File: src/rtl/flag_pkg.sv
// Shared definitions for the flag producer: op encodings, flag bit positions,
// data width and the registered entry layout.
package flag_pkg;

  localparam int unsigned DATA_W = 16;

  localparam int unsigned SF_BIT = 3;
  localparam int unsigned ZF_BIT = 2;
  localparam int unsigned OF_BIT = 1;
  localparam int unsigned CF_BIT = 0;

  typedef enum logic [1:0] {
    OP_ADD      = 2'b00,
    OP_SUB      = 2'b01,
    OP_PASS     = 2'b10,
    OP_PASS_ALT = 2'b11
  } op_e;

  // Field order matches the {SF,ZF,OF,CF} bit indices above.
  typedef struct packed {
    logic sf;
    logic zf;
    logic of;
    logic cf;
  } flags_t;

  typedef struct packed {
    flags_t              flags;
    logic [DATA_W-1:0]   result;
  } entry_t;

  typedef enum logic {
    ST_EMPTY = 1'b0,
    ST_FULL  = 1'b1
  } state_e;

endpackage

File: src/rtl/flag_calc.sv
// Combinational ADD/SUB/PASS datapath producing result and {SF,ZF,OF,CF}.
module flag_calc
  import flag_pkg::*;
(
  input  logic [1:0]        op,
  input  logic [DATA_W-1:0] a,
  input  logic [DATA_W-1:0] b,
  output logic [DATA_W-1:0] result,
  output logic [3:0]        flags
);

  logic [DATA_W:0]   sum;
  logic [DATA_W-1:0] b_eff;
  logic [DATA_W-1:0] res;
  logic              arith;
  flags_t            f;

  always_comb begin
    sum   = '0;
    b_eff = '0;
    arith = 1'b0;
    case (op_e'(op))
      OP_ADD: begin
        b_eff = b;
        sum   = {1'b0, a} + {1'b0, b};
        arith = 1'b1;
      end
      OP_SUB: begin
        b_eff = ~b;
        sum   = {1'b0, a} + {1'b0, ~b} + {{DATA_W{1'b0}}, 1'b1};
        arith = 1'b1;
      end
      default: begin
        sum   = {1'b0, a};
        arith = 1'b0;
      end
    endcase
    res  = sum[DATA_W-1:0];
    // Overflow compares a against the effective (possibly inverted) b operand.
    f.cf = arith & sum[DATA_W];
    f.of = arith & (a[DATA_W-1] == b_eff[DATA_W-1]) & (res[DATA_W-1] != a[DATA_W-1]);
    f.zf = (res == '0);
    f.sf = res[DATA_W-1];
  end

  assign result = res;
  assign flags  = f;

endmodule

File: src/rtl/flag_producer.sv
// Registered flag/result producer with valid/ready handshakes and flush.
// Define FLAG_PRODUCER_SKID_EN to add a one-entry skid so in_ready is registered.
module flag_producer
  import flag_pkg::*;
(
  input  logic        clk,
  input  logic        rst_n,
  input  logic        in_valid,
  output logic        in_ready,
  input  logic [1:0]  op,
  input  logic [15:0] a,
  input  logic [15:0] b,
  input  logic        flush,
  output logic        out_valid,
  input  logic        out_ready,
  output logic [3:0]  flags,
  output logic [15:0] result
);

  logic [DATA_W-1:0] calc_result;
  logic [3:0]        calc_flags;
  entry_t            calc_entry;

  flag_calc u_calc (
    .op     (op),
    .a      (a),
    .b      (b),
    .result (calc_result),
    .flags  (calc_flags)
  );

  assign calc_entry = entry_t'({calc_flags, calc_result});

  state_e state_q, state_d;
  entry_t out_q, out_d;
  logic   accept;
  logic   deliver;

  assign out_valid = (state_q == ST_FULL);
  assign accept    = in_valid & in_ready;
  assign deliver   = out_valid & out_ready;
  assign flags     = out_q.flags;
  assign result    = out_q.result;

`ifdef FLAG_PRODUCER_SKID_EN
  entry_t skid_q, skid_d;
  logic   skid_full_q, skid_full_d;

  assign in_ready = ~flush & ~skid_full_q;

  // The skid only fills while the output is stalled, so when it is full
  // in_ready is low and a drain never competes with a new accept.
  always_comb begin
    state_d     = state_q;
    out_d       = out_q;
    skid_d      = skid_q;
    skid_full_d = skid_full_q;
    if (flush) begin
      state_d     = ST_EMPTY;
      out_d       = '0;
      skid_d      = '0;
      skid_full_d = 1'b0;
    end else begin
      case (state_q)
        ST_EMPTY: begin
          if (accept) begin
            state_d = ST_FULL;
            out_d   = calc_entry;
          end
        end
        ST_FULL: begin
          if (deliver) begin
            if (skid_full_q) begin
              out_d       = skid_q;
              skid_full_d = 1'b0;
            end else if (accept) begin
              out_d = calc_entry;
            end else begin
              state_d = ST_EMPTY;
            end
          end else if (accept) begin
            skid_d      = calc_entry;
            skid_full_d = 1'b1;
          end
        end
        default: state_d = ST_EMPTY;
      endcase
    end
  end

  always_ff @(posedge clk or negedge rst_n) begin
    if (!rst_n) begin
      skid_q      <= '0;
      skid_full_q <= 1'b0;
    end else begin
      skid_q      <= skid_d;
      skid_full_q <= skid_full_d;
    end
  end
`else
  assign in_ready = ~flush & (~out_valid | out_ready);

  always_comb begin
    state_d = state_q;
    out_d   = out_q;
    if (flush) begin
      state_d = ST_EMPTY;
      out_d   = '0;
    end else begin
      case (state_q)
        ST_EMPTY: begin
          if (accept) begin
            state_d = ST_FULL;
            out_d   = calc_entry;
          end
        end
        ST_FULL: begin
          if (accept) begin
            out_d = calc_entry;
          end else if (deliver) begin
            state_d = ST_EMPTY;
          end
        end
        default: state_d = ST_EMPTY;
      endcase
    end
  end
`endif

  always_ff @(posedge clk or negedge rst_n) begin
    if (!rst_n) begin
      state_q <= ST_EMPTY;
      out_q   <= '0;
    end else begin
      state_q <= state_d;
      out_q   <= out_d;
    end
  end

endmodule

File: config.mk
export PLATFORM = sky130hd
export DESIGN_NAME = flag_producer
export DESIGN_NICKNAME = d
export VERILOG_FILES = /design/src/rtl/flag_pkg.sv /design/src/rtl/flag_calc.sv /design/src/rtl/flag_producer.sv
export SDC_FILE = /design/constraint.sdc
export NUM_CORES = 1
export LEC_CHECK = 0
export ABC_AREA = 1
export ABC_CLOCK_PERIOD_IN_PS = 2450
export CORE_ASPECT_RATIO = 0.9
export CORE_MARGIN = 10
export CORE_UTILIZATION = 50
export CTS_CLUSTER_DIAMETER = 50
export DETAILED_ROUTE_END_ITERATION = 7
export PLACE_DENSITY = 0.82
export REMOVE_ABC_BUFFERS = 1
export SYNTH_ARGS = -nofsm -noshare
export SYNTH_HDL_FRONTEND = slang
export SYNTH_SLANG_ARGS = --single-unit
File: constraint.sdc
create_clock -name clk -period 2.45 [get_ports clk]
set_input_delay 0.735 -clock clk [delete_from_list [all_inputs] [get_ports clk]]
set_output_delay 0.735 -clock clk [all_outputs]
set_load 0.05 [all_outputs]
==> impl_metrics.env <==
export IMPL_io_buffers=60
export IMPL_crit_chain="dlygate4sd2_1 > ha_4 > buf_6 > nand2_4 > nor2_2 > nand3_2 > nand2_2 > nand2_2 > nand3_2 > nand2_2 > nor2_2 > nand2_1 > nor2_1 > nand3_1 > nor2_1 > nand2_1 > nand2_1"
export IMPL_r2r_cells=13
export IMPL_syn_avg_cell_area_sq_um=5.86
export IMPL_r2r_end="flags[2]"
export IMPL_drc=0
export IMPL_die_h_microns=94.8
export IMPL_drive_above_1_share_pct=40.9
export IMPL_period_minus_slack_ns=2.46
export IMPL_ant_nets=0
export IMPL_synth_top_area_share_pct=21.0
export IMPL_p_leak_nw=2.66
export IMPL_die_area_sq_um=9770
export IMPL_max_freq_mhz=406
export IMPL_setup_violations=1
export IMPL_path_delay_family="simple AND/OR/NAND/NOR gates"
export IMPL_post_place_ws_ns=-0.713
export IMPL_start_kind="input pin"
export IMPL_syn_area_sq_um=3110
export IMPL_ys_flop_type="dfrtp_1"
export IMPL_area_growth_pct=63.9
export IMPL_drt_total_wl_microns=12600
export IMPL_clk_latency_ns=0.27
export IMPL_setup_worst_path_class="in2reg"
export IMPL_synth_edf_count=0
export IMPL_wire_per_inst_microns=16.6
export IMPL_overflow=0
export IMPL_fp_dieW_microns=103
export IMPL_routabilityCongestion=0.958
export IMPL_worst_clock_skew_ns=0.00260
export IMPL_antenna_found_initial=0
export IMPL_h_tree_depth=1
export IMPL_synth_cells=530
export IMPL_path_clk_slew_ns=0.08
export IMPL_yosys_top_cells_area="nand2_1 21%, dfrtp_1 16%, ha_1 13%"
export IMPL_grt_pass1_vias=4171
export IMPL_synth_top_cell_by_area="nand2_1"
export IMPL_dp_hpwl_microns=9200
export IMPL_synth_most_common_cell="nand2_1"
export IMPL_viasPerCell=5.55
export IMPL_r2r_slack_ns=0.70
export IMPL_register_area_sq_um=500
export IMPL_async_reset_ff_share_pct=100
export IMPL_slowest_stage="ha_4"
export IMPL_drt_iter0_drc=249
export IMPL_slew_violations=0
export IMPL_cp_slowest_stage_delay_ns=0.33
export IMPL_status="complete, but fails checks"
export IMPL_netlist_top_cells_count="174 x nand2_1, 69 x inv_1, 51 x nand3_1, 48 x nor2_1, 33 x ha_1"
export IMPL_ys_ff_latch=20
export IMPL_yosys_warnings=0
export IMPL_n_fill_cell=397
export IMPL_dp_cells=746
export IMPL_max_vdd_ir_drop_mv=0.287
export IMPL_num_antenna_cells=0
export IMPL_hold_class="reg2reg"
export IMPL_required_ns=2.66
export IMPL_p_per_area_nw_per_um2=371
export IMPL_track_usage_pct=24.6
export IMPL_grt_max_degree=21
export IMPL_post_route_period_util_pct=100
export IMPL_drv_cap=0
export IMPL_clk_path_buf_depth=2
export IMPL_worst_pin_slew_ns=0.719
export IMPL_hold_depth=2
export IMPL_cp_end_kind="flip-flop"
export IMPL_clock_sinks=20
export IMPL_fin_cells=759
export IMPL_cp_max_fo=5
export IMPL_first_pass_iters=5
export IMPL_worst_slack_ns=-0.0113
export IMPL_cts_root_buf="clkbuf_8"
export IMPL_min_to="flags[0]"
export IMPL_slew_headroom_pct=52.0
export IMPL_core_area_sq_um=6080
export IMPL_numCtsBuffers=3
export IMPL_fp_row_count=27
export IMPL_vias=4213
export IMPL_min_from="flags[0]"
export IMPL_num_nets_final=762
export IMPL_start_util_pct=51.1
export IMPL_r2r_start="out_valid"
export IMPL_synth_seq_area_share_pct=16.1
export IMPL_violations="setup timing"
export IMPL_critical_path_arrival_ns=2.67
export IMPL_tritoncts="done"
export IMPL_hold_viol_final=0
export IMPL_rsz0062_at_grt="yes"
export IMPL_pin_count=61
export IMPL_grt_pass1_wl_microns=19500
export IMPL_final_util_pct=83.7
export IMPL_multi_input_area_sq_um=2710
export IMPL_synthDistinctLibCells=35
export IMPL_cp_num_buf_inv=2
flip-flops by register name, indices dropped and copies added (netlist names):
signal and count:
flags 4, out_valid 1, result 15
how the worst max path moves through the flow:
stage          cells past startpoint        to       from  slack (ns)
2_1_floorplan                     14  flags[2]  out_ready       -0.01
3_3_place_gp                      19  flags[2]       a[0]       -0.66
3_5_place_dp                      19  flags[2]       b[0]       -0.71
4_1_cts                           19  flags[2]       b[0]       0.002
5_1_grt                           17  flags[2]       a[6]       -0.12
6_report                          17  flags[2]       a[6]       -0.01
final cells by class:
| type | count | share of cell area [%] |
|---|---|---|
| clock buffers | 4 | 1.08 |
| inverters | 83 | 6.37 |
| multi-input cells | 410 | 53.2 |
| flip-flops and latches | 20 | 9.83 |
| well taps | 72 | 1.77 |
| repair buffers | 170 | 27.8 |
per-stage QoR:
step / hold WS (ns) / TNS [ns] / total power [mW] / instance area (sq um)
finish: 0.492 / -0.0113 / 1.89 / 5090
global route: 0.522 / -0.177 / 2.00 / 5090
CTS: 0.492 / 0 / 1.78 / 4870
detailed placement: 0.469 / -8.68 / 1.42 / 4460
global placement: 0.470 / -7.54 / 1.39 / 4460
floorplan: 0.439 / -0.0118 / 0.927 / 2990
layer usage:
metal	vias up	track usage, %	share of wire, %
li1	1988	-	-
met1	1911	27.4	38
met3	66	4.23	7.5
met5	-	0	0
met4	0	12.6	6.0
met2	248	43.8	49
layout by cell type (no fill, tap or decap), types with 5 or more instances in the layout:
cell             instances
a21oi_1                 11
a21oi_2                 17
buf_4                  108
clkbuf_2                 8
clkdlybuf4s50_1         29
dfrtp_1                 20
dlygate4sd2_1           11
dlymetal6s2s_1           5
ha_1                    15
ha_4                    16
inv_1                   45
inv_2                   32
inv_4                    5
nand2_1                148
nand2_2                 28
nand2_4                  6
nand3_1                 40
nand3_2                 11
nand4_1                  6
nor2_1                  33
nor2_2                  18
o21ai_0                 16
o21ai_1                 11
worst reg2reg max path: stages (launching register included):
cell,delay [ns]
dfrtp_1,0.38
nand2_1,0.06
inv_1,0.06
nor2_2,0.18
nand2_1,0.13
inv_1,0.20
nand4_1,0.12
nor2_1,0.12
nand2_1,0.07
nor2_2,0.11
nand2_1,0.06
nor2_1,0.08
nand2_1,0.05
nand2_1,0.05
repair_timing:
item | CTS | global route
setup endpoints to repair | 16 | 11
setup buffers | 4 | 5
resized for setup | 124 | 91
hold buffers | 0 | 0
pin swaps | 37 | 54
cell families (layout without fill, tap and decap cells):
kind of cell | count (synthesis) | count (layout) | share of synthesized area, %
AO/OA/AOI/OAI | 69 | 69 | 12.7
adder cells (fa/ha/maj) | 35 | 35 | 14.6
buffers and inverters | 100 | 257 | 14.1
flip-flops | 20 | 20 | 16.1
AND/OR/NAND/NOR | 306 | 306 | 42.4
report_power, final:
| group | switching [mW] | internal (mW) |
|---|---|---|
| Combinational | 0.717 | 0.536 |
| Sequential | 0.0156 | 0.357 |
| Clock | 0.121 | 0.144 |
| Total | 0.853 | 1.04 |
Power figures use the tool's default switching activity.
